<file path="src/rtl/pwm_multi_generator.sv">
// Byte-frame decoder feeding NUM_CH PWM channels; new settings are held
// in shadow registers and applied only at each channel's period boundary.
module pwm_multi_generator #(
    parameter int NUM_CH         = 4,
    parameter int COUNTER_WIDTH  = 32,
    parameter int PWM_FIFO_WIDTH = 8
) (
    input  logic                      clk,
    input  logic                      rst,
    input  logic                      empty,
    input  logic [PWM_FIFO_WIDTH-1:0] i_data,
    output logic                      read,
    output logic [NUM_CH-1:0]         pwm_out,
    output logic [NUM_CH-1:0]         ch_active,
    output logic                      frame_done,
    output logic                      frame_err
);
    localparam int FRAME_BYTES = 1 + 2 * COUNTER_WIDTH / 8;
    localparam int ASM_W       = 8 * FRAME_BYTES;
    localparam int BC_W        = $clog2(FRAME_BYTES + 1);
    localparam logic [BC_W-1:0] LAST_BYTE = BC_W'(FRAME_BYTES - 1);
    localparam logic [COUNTER_WIDTH-1:0] ONE = COUNTER_WIDTH'(1);

    typedef enum logic [1:0] {
        S_IDLE,
        S_REQ,
        S_CAPTURE,
        S_COMMIT
    } state_t;

    state_t            state, state_n;
    logic [BC_W-1:0]   byte_cnt;
    logic [ASM_W-1:0]  asm_q;

    logic [7:0]               hdr;
    logic [COUNTER_WIDTH-1:0] h_new, l_new;
    logic                     idx_ok, commit_ok;

    assign hdr       = asm_q[ASM_W-1 -: 8];
    assign h_new     = asm_q[2*COUNTER_WIDTH-1 -: COUNTER_WIDTH];
    assign l_new     = asm_q[COUNTER_WIDTH-1:0];
    assign idx_ok    = ({1'b0, hdr[5:0]} < 7'(NUM_CH));
    assign commit_ok = (state == S_COMMIT) && idx_ok;

    always_comb begin
        state_n = state;
        unique case (state)
            S_IDLE:    if (!empty) state_n = S_REQ;
            S_REQ:     state_n = S_CAPTURE;
            S_CAPTURE: state_n = (byte_cnt == LAST_BYTE) ? S_COMMIT : S_IDLE;
            S_COMMIT:  state_n = S_IDLE;
            default:   state_n = S_IDLE;
        endcase
    end

    always_ff @(posedge clk) begin
        if (rst) begin
            state      <= S_IDLE;
            read       <= 1'b0;
            byte_cnt   <= '0;
            asm_q      <= '0;
            frame_done <= 1'b0;
            frame_err  <= 1'b0;
        end else begin
            state      <= state_n;
            read       <= (state_n == S_REQ);
            frame_done <= commit_ok;
            frame_err  <= (state == S_COMMIT) && !idx_ok;
            if (state == S_CAPTURE) begin
                asm_q    <= {asm_q[ASM_W-9:0], i_data};
                byte_cnt <= byte_cnt + 1'b1;
            end
            if (state == S_COMMIT) byte_cnt <= '0;
        end
    end

    // shadow (written by frames) and applied (running) channel settings
    logic [NUM_CH-1:0]        en_s, pol_s, pend;
    logic [COUNTER_WIDTH-1:0] h_s [NUM_CH];
    logic [COUNTER_WIDTH-1:0] l_s [NUM_CH];
    logic [NUM_CH-1:0]        en_a, pol_a, ph_hi;
    logic [COUNTER_WIDTH-1:0] h_a [NUM_CH];
    logic [COUNTER_WIDTH-1:0] l_a [NUM_CH];
    logic [COUNTER_WIDTH-1:0] cnt [NUM_CH];

    logic [NUM_CH-1:0]        hit, bnd, load;
    logic [NUM_CH-1:0]        en_n, pol_n, ph_hi_n, pwm_n;
    logic [COUNTER_WIDTH-1:0] h_n   [NUM_CH];
    logic [COUNTER_WIDTH-1:0] l_n   [NUM_CH];
    logic [COUNTER_WIDTH-1:0] cnt_n [NUM_CH];

    always_comb begin
        for (int i = 0; i < NUM_CH; i++) begin
            hit[i]  = commit_ok && (hdr[5:0] == 6'(i));
            bnd[i]  = !en_a[i] ||
                      ((cnt[i] == '0) && (!ph_hi[i] || (l_a[i] == '0)));
            load[i] = bnd[i] && pend[i];

            en_n[i]    = load[i] ? en_s[i]  : en_a[i];
            pol_n[i]   = load[i] ? pol_s[i] : pol_a[i];
            h_n[i]     = load[i] ? h_s[i]   : h_a[i];
            l_n[i]     = load[i] ? l_s[i]   : l_a[i];
            ph_hi_n[i] = ph_hi[i];
            cnt_n[i]   = cnt[i];

            if (load[i] || (bnd[i] && en_a[i])) begin
                if (h_n[i] != '0) begin
                    ph_hi_n[i] = 1'b1;
                    cnt_n[i]   = h_n[i] - ONE;
                end else begin
                    ph_hi_n[i] = 1'b0;
                    cnt_n[i]   = (l_n[i] == '0) ? '0 : l_n[i] - ONE;
                end
            end else if (!bnd[i]) begin
                // not a boundary here implies L>0 whenever HIGH hits zero
                if (ph_hi[i] && (cnt[i] == '0)) begin
                    ph_hi_n[i] = 1'b0;
                    cnt_n[i]   = l_a[i] - ONE;
                end else begin
                    cnt_n[i] = cnt[i] - ONE;
                end
            end

            pwm_n[i] = en_n[i] ? (ph_hi_n[i] ^ pol_n[i]) : pol_n[i];
        end
    end

    always_ff @(posedge clk) begin
        if (rst) begin
            en_s    <= '0;
            pol_s   <= '0;
            pend    <= '0;
            en_a    <= '0;
            pol_a   <= '0;
            ph_hi   <= '0;
            pwm_out <= '0;
            for (int i = 0; i < NUM_CH; i++) begin
                h_s[i] <= '0;
                l_s[i] <= '0;
                h_a[i] <= '0;
                l_a[i] <= '0;
                cnt[i] <= '0;
            end
        end else begin
            // a commit in the same cycle as a load re-arms pending
            pend    <= hit | (pend & ~load);
            en_a    <= en_n;
            pol_a   <= pol_n;
            ph_hi   <= ph_hi_n;
            pwm_out <= pwm_n;
            for (int i = 0; i < NUM_CH; i++) begin
                h_a[i] <= h_n[i];
                l_a[i] <= l_n[i];
                cnt[i] <= cnt_n[i];
                if (hit[i]) begin
                    en_s[i]  <= hdr[7];
                    pol_s[i] <= hdr[6];
                    h_s[i]   <= h_new;
                    l_s[i]   <= l_new;
                end
            end
        end
    end

    assign ch_active = en_a;

endmodule

</file>
<file path="config.mk">
export PLATFORM = sky130hd
export DESIGN_NAME = pwm_multi_generator
export DESIGN_NICKNAME = d
export VERILOG_FILES = /design/src/rtl/pwm_multi_generator.sv
export SDC_FILE = /design/constraint.sdc
export NUM_CORES = 2
export LEC_CHECK = 0
export ABC_AREA = 1
export CAP_MARGIN = 20
export CORE_ASPECT_RATIO = 1.1
export CORE_MARGIN = 8
export CORE_UTILIZATION = 50
export DETAILED_ROUTE_END_ITERATION = 12
export GPL_TIMING_DRIVEN = 0
export PLACE_DENSITY = 0.68
export SYNTH_ARGS = -nofsm -noshare
export SYNTH_HDL_FRONTEND = slang
export SYNTH_SLANG_ARGS = --single-unit
</file>
<file path="constraint.sdc">
create_clock -name clk -period 10.5 [get_ports clk]
set_input_delay 2.625 -clock clk [delete_from_list [all_inputs] [get_ports clk]]
set_output_delay 2.625 -clock clk [all_outputs]
set_load 0.05 [all_outputs]
</file>
# --- Word-level counts from Yosys, hierarchy flattened ---
# Memory sizes are Yosys's and may differ from the RTL's.
# Cells that the tools add are included.
totals:
  word_cells: 233
  in_bits: 11
  ram_bits: 640
  regBits: 109
  mem_count: 5
op_classes:
  eq_ne: 8
  muxes: 94
  bitwise: 27
  addsub: 17
  order_cmp: 1
  n_reduce_logical: 62
memory_table:
  columns: ["name", "words", "width", "read_ports", "rd_clocked_by_memory_dff", "wr", "line", "rtl"]
  rows:
  - ["cnt", 4, 32, 4, 0, 4, "84", "logic [COUNTER_WIDTH-1:0] cnt [NUM_CH];"]
  - ["h_a", 4, 32, 4, 0, 4, "82", "logic [COUNTER_WIDTH-1:0] h_a [NUM_CH];"]
  - ["h_s", 4, 32, 4, 0, 4, "79", "logic [COUNTER_WIDTH-1:0] h_s [NUM_CH];"]
  - ["l_a", 4, 32, 4, 0, 4, "83", "logic [COUNTER_WIDTH-1:0] l_a [NUM_CH];"]
  - ["l_s", 4, 32, 4, 0, 4, "80", "logic [COUNTER_WIDTH-1:0] l_s [NUM_CH];"]
op_table:
  columns: ["op", "count"]
  rows:
  - ["two-way mux 32 bit", 48]
  - ["subtractor 32 x 1 -> 32 bit (second input constant)", 16]
  - ["logical NOT 32 bit", 12]
  - ["nonzero test 32 bit", 4]
  - ["two-way mux 1 bit", 43]
  - ["logical AND 1 bit", 22]
  - ["bitwise OR 1 bit", 20]
  - ["equality test 6 x 2 -> 1 bit (second input constant)", 2]
  - ["logical OR 1 bit", 12]
  - ["logical NOT 1 bit", 9]
  - ["case mux 2 bit (4 select lines)", 1]
  - ["equality test 6 x 1 -> 1 bit (second input constant)", 1]
  - ["logical NOT 6 bit", 1]
  - ["less-than comparator 6 x 3 -> 1 bit (second input constant)", 1]
  - ["adder 4 x 1 -> 4 bit (second input constant)", 1]
  - ["bitwise AND 4 bit", 1]
  - ["equality test 2 x 1 -> 1 bit (second input constant)", 2]
  - ["equality test 2 bit (second input constant)", 2]
  - ["equality test 4 bit (second input constant)", 1]
  - ["two-way mux 2 bit", 2]
  - ["inverter 4 bit", 1]
  - ["bitwise OR 4 bit", 1]
  - ["XOR 1 bit", 4]
  - ["logical NOT 2 bit", 1]
  - ["OR reduction 2 bit", 1]

# --- Longest topological paths before layout ---
depth:
  ltp_word: 11
  ltp_mapped: 26
  mapped_depth_nobuf: 24

# --- Least setup slack after synthesis ---
# OpenSTA, ideal clock, no wires.
synth_path:
  kind: "input to register"
  startpoint: "in rst"
  endpoint: "mem h_s[1][0], enable pin"
  t_arrival_ns: 4.542
  n_path_buf: 3
  cell_stages: 5
  path_slack_ns: 5.264
  setup_ns: 0.694
  path_cell_list: "clkbuf_1 -> inv_1 -> clkbuf_1 -> clkbuf_1 -> nand2_1"
synth_lines:
  columns: ["element", "line", "rtl"]
  rows:
  - ["start, declared", "9", "input logic rst,"]
  - ["end, declared", "79", null]

==> flow_summary_export.csv <==
group,metric,value,unit
clock_network,cts_num_sinks,749,
cells_and_area,filler_cell_count,8863,
timing,timing.final.crit_period,5.09,ns
clock_network,tritoncts.num_buffers,84,
floorplanning,io_pins,22,
clock_network,cts-hold-fix-buffers,0,
critical_path,cp-end-kind,"flip-flop",
critical_path,cp.required,11.11,ns
cells_and_area,multi_input_comb_area,22200,µm²
floorplanning,core.rowCount,114,
critical_path,reg2reg_from,"cnt[1][28]",
critical_path,reg2reg_setup_slack,6.12,ns
pwr,worst_ir_drop_vdd,0.000150,V
placement,hpwl,134000,µm
synth,synth-main-ff-cell,"sky130_fd_sc_hd__dfxtp_1",
synth,count_of_cell_types_in_the_netlist,48,
floorplanning,initial_utilization,50.1,%
cells_and_area,final-seq-area,17600,µm²
critical_path,crit_slowest_cell,"sky130_fd_sc_hd__clkbuf_1",
detailed_routing,detail_route.wirelength,173000,µm
floorplanning,die-height,327,µm
synth,synth_top_cell_area_share,22.5,%
synth,synth_area_per_cell,6.59,µm²
placement,numPortBuffers,20,
timing,maxClockFrequency,0.196,GHz
critical_path,critPathTopFamily,"buffers and inverters",
cells_and_area,syn_to_final_growth,10.5,%
global_route,global_route_wire_length_before_repair,252000,µm
floorplanning,die_width,298,µm
synth,synthesis.area,43800,µm²
synth,synth_top_cells_by_area,"sky130_fd_sc_hd__dfxtp_1, sky130_fd_sc_hd__edfxtp_1, sky130_fd_sc_hd__nand2_1",
critical_path,crit_cells,8,
critical_path,crit_start,"rst",
placement,replace_congestion,1.05,
worst_hold_path,worstHoldPathType,"reg2reg",
pwr,cellPowerDensity,139,nW/µm²
clock_network,max-clock-path-buffers,3,
synth,net_count_after_synthesis,6679,
global_route,globalRouteOverflowTotal,0,
placement,place_worst_setup_slack,4.89,ns
cells_and_area,final_design_area_no_fill,48400,µm²
timing,slew_headroom,17.8,%
cells_and_area,finalNetCount,6792,
cells_and_area,final_cell_count_no_fill,7993,
cells_and_area,antenna_cells,0,
timing,setup_tns,0,ns
synth,synth-warning-count,0,
detailed_routing,num_vias,45100,
timing,setup_ws,5.41,ns
critical_path,setup.worst_path.end,"cnt[2][27]",
placement,placement.cell_area,45600,µm²
synth,yosysMostFrequentCell,"sky130_fd_sc_hd__nand2_1",
timing,final.setup_skew,0.0273,ns
detailed_routing,drt-initial-drc-count,5420,
synth,synth.ff_latch_count,749,
timing,post-route-period-util,48.5,%
synth,ys_top_cells_by_count,"sky130_fd_sc_hd__nand2_1, sky130_fd_sc_hd__nor2_1, sky130_fd_sc_hd__inv_1",
timing,finalHoldViolations,0,
clock_network,cts.reportedPaths.clkPinSlew,0.06,ns
clock_network,cts.repair_timing.setup_buffer_count,0,
clock_network,cts_root_buf,"sky130_fd_sc_hd__clkbuf_16",
run_status,run_status,"completed",
critical_path,critical_path_buf_inv_count,6,
global_route,track_usage,33.7,%
critical_path,crit_path_max_fanout,10,
timing,finalSetupViolations,0,
critical_path,regToRegEndpoint,"cnt[1][13]",
clock_network,cts_repair_resize_count,0,
critical_path,critical_path.cell_chain,"clkbuf_1, inv_1, clkbuf_1, clkbuf_1, buf_8, clkbuf_1, o21ai_0, nor2_1",
global_route,initial_antenna_violation_count,1,
synth,synth_edf_count,256,
clock_network,cts_tree,"built",
detailed_routing,first_pass_iters,8,
critical_path,worst-r2r-cell-count,25,
timing,max_slew.worst_pin.slew,1.23,ns
synth,synth-seq-area-share,40.1,%
critical_path,setup.worst_path.start_class,"primary input",
timing,max_slew_vio_count,0,
detailed_routing,drt.antenna.violating_nets,0,
cells_and_area,layout-drive-gt1-share,4.92,%
worst_hold_path,min_delay_path_depth,2,
flow_run,max_cap_violations,0,
clock_network,ctsHtreeMaxLevel,3,
critical_path,timing.critical_path.slowest_cell_delay,0.90,ns
floorplanning,floorplan.core_area,87400,µm²
critical_path,critical_path.most_common_cell,"sky130_fd_sc_hd__clkbuf_1",
global_route,grt_max_degree,67,
floorplanning,die-area,97400,µm²
detailed_routing,drcViolationCount,0,
critical_path,path_class,"in2reg",
global_route,grt_pass1_vias,41900,
placement,placed_cells_incl_taps,7837,
synth,post-synth-top-area-cell,"sky130_fd_sc_hd__dfxtp_1",
synth,synth_cells,6650,
timing,timing.hold.ws,0.469,ns
detailed_routing,routed_wire_length_per_instance,21.6,µm
synth,ys_async_sr_fraction,0,%
timing,grt_setup_unrepaired,"no",
detailed_routing,via_per_inst,5.64,
clock_network,worstSkewPairLatency,0.67,ns
pwr,p_leak,24.8,nW
critical_path,cp.arrival,5.70,ns
==> through the flow <==
stage / util [%] / total power, mW
after floorplan: - / 3.47
after global routing: 55.4 / 6.87
after detailed placement: 52.2 / 3.68
after CTS: 55.4 / 6.70
after global placement: 52.0 / 3.67
final: 55.4 / 6.72
==> how the worst min path moves through the flow <==
stage / from / to / slack, ns
after detailed placement: cnt[0][5] / cnt[0][5] / 0.46
after floorplan: cnt[0][11] / cnt[0][11] / 0.45
after CTS: cnt[0][5] / cnt[0][5] / 0.47
final: cnt[0][11] / cnt[0][11] / 0.47
after global routing: cnt[0][6] / cnt[0][6] / 0.49
after global placement: cnt[0][11] / cnt[0][11] / 0.45
==> state kept, by name, indices dropped and copies added (netlist names) <==
register / flops
pwm_out: 4
pol_s: 4
cnt: 128
state: 2
frame_done: 1
h_s: 128
ch_active: 4
byte_cnt: 4
pol_a: 4
ph_hi: 4
en_s: 4
pend: 4
h_a: 128
l_s: 128
frame_err: 1
read: 1
asm_q: 72
l_a: 128
==> final cells by class <==
cell class                      instances  share of cell area [%]
Buffer                                245                    2.52
Clock buffer                          106                    4.66
Clock inverter                         50                    1.15
Inverter                              758                    5.88
Multi-Input combinational cell       4898                    45.9
Sequential cell                       749                    36.3
Tap cell                             1160                    3.00
Timing Repair Buffer                   27                   0.643
==> kinds of logic (layout without fill, tap and decap cells) <==
group	after synthesis	in the layout	share of synthesized area, %
AND/OR/NAND/NOR	3964	3964	37.7
buffers and inverters	1003	1186	9.28
AO/OA/AOI/OAI	758	758	9.24
flip-flops	749	749	40.1
XOR/XNOR	156	156	3.12
adder cells (fa/ha/maj)	18	18	0.514
multiplexers	2	2	0.0457
==> layout by cell type, fill, tap and decap left out, types with 77 or more instances in the layout <==
cell type and n:
sky130_fd_sc_hd__nand3_1 405, sky130_fd_sc_hd__clkbuf_1 173, sky130_fd_sc_hd__a21oi_1 302, sky130_fd_sc_hd__clkbuf_16 86, sky130_fd_sc_hd__nand4_1 77, sky130_fd_sc_hd__inv_1 741
sky130_fd_sc_hd__o21ai_0 302, sky130_fd_sc_hd__nand3b_1 160, sky130_fd_sc_hd__edfxtp_1 256, sky130_fd_sc_hd__dfxtp_1 493, sky130_fd_sc_hd__nor2_1 1338, sky130_fd_sc_hd__xor2_1 122
sky130_fd_sc_hd__nand2_1 1856
==> worst reg2reg max path: stages (launching register included) <==
cell	delay, ns
sky130_fd_sc_hd__dfxtp_1	0.33
sky130_fd_sc_hd__nor2_1	0.10
sky130_fd_sc_hd__nand2_1	0.06
sky130_fd_sc_hd__nor2_1	0.14
sky130_fd_sc_hd__nand2_1	0.13
sky130_fd_sc_hd__nor2_1	0.17
sky130_fd_sc_hd__nand2_1	0.12
sky130_fd_sc_hd__nand2_4	0.16
sky130_fd_sc_hd__nand2_4	0.14
sky130_fd_sc_hd__buf_6	0.18
sky130_fd_sc_hd__buf_6	0.16
sky130_fd_sc_hd__buf_2	0.23
sky130_fd_sc_hd__o21ai_0	0.27
sky130_fd_sc_hd__ha_1	0.22
sky130_fd_sc_hd__inv_1	0.06
sky130_fd_sc_hd__a21oi_1	0.30
sky130_fd_sc_hd__nand2_1	0.15
sky130_fd_sc_hd__nor2_1	0.36
sky130_fd_sc_hd__nand2_1	0.15
sky130_fd_sc_hd__nor2_1	0.20
sky130_fd_sc_hd__nor2_4	0.07
sky130_fd_sc_hd__buf_4	0.20
sky130_fd_sc_hd__nand3_1	0.11
sky130_fd_sc_hd__nand3_1	0.13
sky130_fd_sc_hd__nand2_1	0.11
sky130_fd_sc_hd__nor2_1	0.04
==> metal layers <==
| layer | global-route usage [%] | vias to the layer above | wire length, µm |
|---|---|---|---|
| met4 | 19.4 | 0 | 11500 |
| li1 | - | 21300 | - |
| met3 | 5.83 | 542 | 16400 |
| met2 | 54.6 | 2363 | 77800 |
| met1 | 42.3 | 20900 | 67200 |
| met5 | 0 | - | 0 |
==> report_power, final <==
part	switching (mW)	internal [mW]
logic	0.423	0.143
registers	0.0274	3.05
clock network	1.34	1.74
(Power assumes the default switching activity.)
